<file path="config.mk">
export PLATFORM = sky130hd
export DESIGN_NAME = fft_bitrev_reorder_flat
export DESIGN_NICKNAME = d
export VERILOG_FILES = /design/src/rtl/fft_bitrev_reorder_if.sv /design/src/rtl/fft_bitrev_reorder.sv /design/src/flat_wrapper.sv
export SDC_FILE = /design/constraint.sdc
export NUM_CORES = 1
export LEC_CHECK = 0
export BUFFER_PORTS_ARGS = -buffer_cell sky130_fd_sc_hd__clkbuf_2
export CAP_MARGIN = 20
export CORE_ASPECT_RATIO = 1.2
export CORE_MARGIN = 3
export CORE_UTILIZATION = 56
export CTS_CLUSTER_SIZE = 12
export DETAILED_ROUTE_END_ITERATION = 16
export PLACE_DENSITY_LB_ADDON = 0.12
export SLEW_MARGIN = 20
export SYNTH_ARGS = -nofsm -noshare
export SYNTH_HDL_FRONTEND = slang
export SYNTH_SLANG_ARGS = --single-unit
</file>
<file path="constraint.sdc">
create_clock -name clk -period 3.1 [get_ports clk]
set_input_delay 0.775 -clock clk [delete_from_list [all_inputs] [get_ports clk]]
set_output_delay 0.775 -clock clk [all_outputs]
set_load 0.1 [all_outputs]
</file>
<file path="src/rtl/fft_bitrev_reorder_if.sv">
// Stream bundle for the fft bit-reverse reorder stage.
// master = upstream/downstream driver side, slave = reorder block.
interface fft_bitrev_reorder_if #(
  parameter int DATA_W = 34,
  parameter int LOG2N  = 4
);
  logic              in_valid;
  logic              in_ready;
  logic [DATA_W-1:0] data_in;
  logic              out_valid;
  logic              out_ready;
  logic [DATA_W-1:0] data_out;
  logic [LOG2N-1:0]  out_index;
  logic              overflow;

  modport master (
    output in_valid, data_in, out_ready,
    input  in_ready, out_valid, data_out,
    input  out_index, overflow
  );

  modport slave (
    input  in_valid, data_in, out_ready,
    output in_ready, out_valid, data_out,
    output out_index, overflow
  );
endinterface

</file>
<file path="src/rtl/fft_bitrev_reorder.sv">
// Ping-pong bit-reverse to natural order frame reorder.
// Optional macro REORDER_SCALE_EN: 1/N scaling on read path.
module fft_bitrev_reorder #(
  parameter int DATA_W = 34,
  parameter int LOG2N  = 4
) (
  input logic                 clk,
  input logic                 rst_n,
  fft_bitrev_reorder_if.slave bus
);
  localparam int N = 1 << LOG2N;
  localparam int H = DATA_W / 2;

  logic [DATA_W-1:0] mem [2][N];
  logic [LOG2N-1:0]  wr_cnt;
  logic [LOG2N-1:0]  rd_cnt;
  logic              wr_bank;
  logic              rd_bank;
  logic [1:0]        bank_full;
  logic [1:0]        full_nxt;
  logic              ovf;
  logic              wr_fire;
  logic              rd_fire;
  logic              wr_last;
  logic              rd_last;
  logic [DATA_W-1:0] rd_word;
  logic [DATA_W-1:0] scaled;

  function automatic logic [LOG2N-1:0] bitrev(
    input logic [LOG2N-1:0] k
  );
    for (int i = 0; i < LOG2N; i++)
      bitrev[i] = k[LOG2N-1-i];
  endfunction

  assign bus.in_ready  = ~bank_full[wr_bank];
  assign bus.out_valid = bank_full[rd_bank];
  assign bus.out_index = rd_cnt;
  assign bus.overflow  = ovf;

  assign wr_fire = bus.in_valid & bus.in_ready;
  assign rd_fire = bus.out_valid & bus.out_ready;
  assign wr_last = &wr_cnt;
  assign rd_last = &rd_cnt;

  assign rd_word = mem[rd_bank][rd_cnt];

`ifdef REORDER_SCALE_EN
  logic signed [H-1:0] re_s;
  logic signed [H-1:0] im_s;
  assign re_s = $signed(rd_word[DATA_W-1:H]) >>> LOG2N;
  assign im_s = $signed(rd_word[H-1:0]) >>> LOG2N;
  assign scaled = {re_s, im_s};
`else
  assign scaled = rd_word;
`endif

  assign bus.data_out = bus.out_valid ? scaled : '0;

  // Sample storage, scattered to bit-reversed slots.
  always_ff @(posedge clk) begin
    if (wr_fire)
      mem[wr_bank][bitrev(wr_cnt)] <= bus.data_in;
  end

  // Fill/drain of distinct banks never collide.
  always_comb begin
    full_nxt = bank_full;
    if (wr_fire && wr_last)
      full_nxt[wr_bank] = 1'b1;
    if (rd_fire && rd_last)
      full_nxt[rd_bank] = 1'b0;
  end

  // Write-side pointer and bank select.
  always_ff @(posedge clk or negedge rst_n) begin
    if (!rst_n) begin
      wr_cnt  <= '0;
      wr_bank <= 1'b0;
    end else if (wr_fire) begin
      wr_cnt <= wr_cnt + 1'b1;
      if (wr_last)
        wr_bank <= ~wr_bank;
    end
  end

  // Read-side pointer and bank select.
  always_ff @(posedge clk or negedge rst_n) begin
    if (!rst_n) begin
      rd_cnt  <= '0;
      rd_bank <= 1'b0;
    end else if (rd_fire) begin
      rd_cnt <= rd_cnt + 1'b1;
      if (rd_last)
        rd_bank <= ~rd_bank;
    end
  end

  // Bank occupancy flags.
  always_ff @(posedge clk or negedge rst_n) begin
    if (!rst_n)
      bank_full <= '0;
    else
      bank_full <= full_nxt;
  end

  // Sticky drop indicator.
  always_ff @(posedge clk or negedge rst_n) begin
    if (!rst_n)
      ovf <= 1'b0;
    else if (bus.in_valid && !bus.in_ready)
      ovf <= 1'b1;
  end
endmodule

</file>
<file path="src/flat_wrapper.sv">
// flat-port wrapper written by rule: the top's interface ports become plain ports
module fft_bitrev_reorder_flat 
#(
  parameter int DATA_W = 34,
  parameter int LOG2N  = 4
)
  (clk, rst_n, bus_in_valid, bus_data_in, bus_out_ready, bus_in_ready, bus_out_valid, bus_data_out, bus_out_index, bus_overflow);
  fft_bitrev_reorder_if #(.DATA_W(DATA_W), .LOG2N(LOG2N)) bus_i ();
  input logic clk;
  input logic rst_n;
  input wire logic [$bits(bus_i.in_valid)-1:0] bus_in_valid;
  input wire logic [$bits(bus_i.data_in)-1:0] bus_data_in;
  input wire logic [$bits(bus_i.out_ready)-1:0] bus_out_ready;
  output wire logic [$bits(bus_i.in_ready)-1:0] bus_in_ready;
  output wire logic [$bits(bus_i.out_valid)-1:0] bus_out_valid;
  output wire logic [$bits(bus_i.data_out)-1:0] bus_data_out;
  output wire logic [$bits(bus_i.out_index)-1:0] bus_out_index;
  output wire logic [$bits(bus_i.overflow)-1:0] bus_overflow;
  assign bus_i.in_valid = bus_in_valid;
  assign bus_i.data_in = bus_data_in;
  assign bus_i.out_ready = bus_out_ready;
  assign bus_in_ready = bus_i.in_ready;
  assign bus_out_valid = bus_i.out_valid;
  assign bus_data_out = bus_i.data_out;
  assign bus_out_index = bus_i.out_index;
  assign bus_overflow = bus_i.overflow;
  fft_bitrev_reorder #(.DATA_W(DATA_W), .LOG2N(LOG2N)) u_core (.clk(clk), .rst_n(rst_n), .bus(bus_i));
endmodule
</file>
==> results.ini <==
[status]
run_status = finished, violations left
violations = negative setup slack

[global_routing]
track_usage = 0.279
grt_max_degree = 36
antenna_found_initial = 3
grt_pass1_vias = 22300
grt_overflow_total = 0
grt_pass1_wl_um = 156000

[clock_network]
clock_path_buffers = 3
cts-htree-levels = 3
postCtsHoldBufs = 0
path_clk_slew_ps = 60
clock_latency_ps = 670
clkSinkCount = 1101
cts_tree = built
cts_made_buffers = 106
clockRootBuffer = clkbuf_16

[placement]
gp_congestion = 0.762
post-dp-hpwl_um = 57000
place_inst = 3036
place_area_mm2 = 0.0467
io_buffers = 78

[setup_path]
cp-end-kind = primary output
cp_top_family = buffers and inverters
critPathLaunchType = register
path_class = register to primary output
rr_startpoint = u_core.wr_bank$_DFFE_PN0P_
cp_data_arrival_time_ps = 3070
critPathMaxFanout = 8
max_stage_delay_ps = 530
startpoint = u_core.rd_bank$_DFFE_PN0P_
cp.required_ps = 2320
cp_slowest_cell = mux4_2
path_buf_inv = 6
path_cells = buf_12, buf_4, buf_6, mux4_2, a2111oi_4, buf_4, a211oi_4, buf_6, buf_12

[die]
rows = 109
dieArea_mm2 = 0.0782
dieWidth_um = 256
start_util = 0.567
fp.coreArea_mm2 = 0.0739
io_pins = 79
fp.dieH_um = 306

[drt]
wl_per_cell_um = 33.1
vias = 21200
dr.pass1.iters = 5
wl_um = 108000
ant_nets = 0
drtIter0Drc = 2372
viasPerCell = 6.51
drc = 0

[cells_and_area]
final_cells = 3261
final_cell_mix = edfxtp_1, mux4_2, buf_4
fin_nets = 2257
fin_area_mm2 = 0.0514
area_growth_pct = 22.5
drive_above_1_share = 0.378
final_common_cell = edfxtp_1
utilization = 0.695

[synthesis]
synth_mux_area_frac = 0.143
synthXorXnorAreaFrac = 0.00167
syn_area_per_cell_um2 = 22.2
syn_area_mm2 = 0.0419
ys_ff_latch = 1101
synthDominantCellAreaShare = 0.779
yosys.area_share.adder = 0.00149
synth-simple-area-share = 0.00680
synth_area_leaders = edfxtp_1, mux4_2, mux2i_1
synth-seq-area-share = 0.787
ys_types = 37
yosysWarnings = 0
synth_top_cell_by_area = edfxtp_1
synth_cells = 1885
synth_top_family_by_area = multiplexers
synth_compound_area_frac = 0.0439
syn_nets = 1928

[pwr]
power.leakage_uw = 0.0172
power.total_uw = 38300
vdd_drop_max_uv = 761
p_per_area_mw_per_mm2 = 745

[timing]
setup_viol = 35
setup_ws_ps = -740
rsz0062_at_grt = true
hold_viol_final = 0
tightest_slew_ps = 658
maxClockFrequency_mhz = 260
finalCritPeriodShare = 1.24
slew_viol_final = 0
setup_tns_ps = -21520
fin_skew_ps = 26.4
max_slew_margin = 0.563
min_period_ps = 3840

[flow_run]
cap_violations = 0

[hold_path]
min_path_type = primary input to async pin

## flip-flops by register name, indices dropped and copies added (netlist names)
| register | count |
|---|---|
| u_core.mem | 1088 |
| u_core.bus.out_index | 4 |
| u_core.wr_cnt | 4 |
| u_core.bank_full | 2 |
| u_core.bus.overflow | 1 |
| u_core.rd_bank | 1 |
| u_core.wr_bank | 1 |
## layer usage
layer  vias to the layer above  routed length [µm]  GRT usage
met3                       163                6640     0.0326
li1                       8664                   -          -
met1                     11500               41600      0.374
met2                       913               57200      0.489
met5                         -                  13          0
met4                         2                2480     0.0844
## cells by family (layout without fill, tap and decap cells)
group,count (synthesis),after routing
flip-flops,1101,1101
AND/OR/NAND/NOR,65,65
other,0,1
buffers and inverters,121,497
AO/OA/AOI/OAI,241,241
adder cells (fa/ha/maj),5,5
multiplexers,344,344
XOR/XNOR,8,8
## stage by stage
| step | setup WS, ps | hold slack, ps |
|---|---|---|
| finish | -740 | 29.3 |
| global route | -768 | 24.1 |
| CTS | -718 | 0.711 |
| detailed placement | -303 | 468 |
| global placement | -290 | 457 |
| floorplan | -207 | 479 |
## Yosys cell counts
| library cell | instances |
|---|---|
| nor2b_1 | 1 |
| xnor2_1 | 8 |
| nand4_1 | 3 |
| a2111oi_1 | 33 |
| o22ai_1 | 34 |
| dfrtp_1 | 13 |
| o21ai_0 | 5 |
| mux2i_1 | 138 |
| a21oi_1 | 33 |
| a22o_1 | 33 |
| or3b_2 | 1 |
| buf_6 | 14 |
| buf_1 | 1 |
| nor2_1 | 38 |
| mux4_2 | 205 |
| nand2_1 | 11 |
| nand2b_1 | 1 |
| buf_2 | 24 |
| mux2_2 | 1 |
| buf_8 | 2 |
| a211oi_1 | 33 |
| a41oi_1 | 1 |
| edfxtp_1 | 1088 |
| a211o_1 | 1 |
| buf_4 | 15 |
| clkbuf_1 | 58 |
| or3_1 | 1 |
| and2_1 | 2 |
| a22oi_1 | 33 |
| o211a_1 | 1 |
| nand3_1 | 3 |
| inv_1 | 7 |
| nor3_1 | 1 |
| o221ai_1 | 33 |
| o21bai_1 | 1 |
| nand3b_1 | 3 |
| ha_1 | 5 |
## layout make-up
type	instances	area [µm²]
timing repair buffer	335	4110
clock buffer	131	2800
inverter	7	26.3
tap	999	1250
multi-input combinational	663	9990
antenna	1	2.50
sequential	1101	33000
clock inverter	24	168
fill	4534	22600
## report_power, final
group          internal [µW]  switching [µW]  total, µW
Clock                   6360            5090      11500
Combinational           3340            5960       9300
Sequential             17200             322      17500
Total                  26900           11400      38300
## timing repair
| item | CTS | global route |
|---|---|---|
| setup buffers | 35 | 26 |
| cloned | 8 | 3 |
| setup endpoints to repair | 36 | 35 |
| pin swaps | 34 | 42 |
| gates resized for setup | 102 | 55 |
## final timing paths
| path | slack [ps] | cells past startpoint | end |
|---|---|---|---|
| min | 30 | 1 | u_core.bus.out_index[1]$_DFFE_PN0N_ |
| min reg2reg | 480 | 1 | u_core.bus.overflow$_DFFE_PN0P_ |
| max in group asynchronous | 2760 | 1 | u_core.bus.out_index[3]$_DFFE_PN0N_ |
| max reg2reg | 310 | 6 | u_core.mem[0][79]$_DFFE_PP_ |
| min in group clk | 360 | 3 | u_core.bus.overflow$_DFFE_PN0P_ |
| max | -740 | 9 | bus_data_out[0] |
Power figures use the tool's default switching activity.
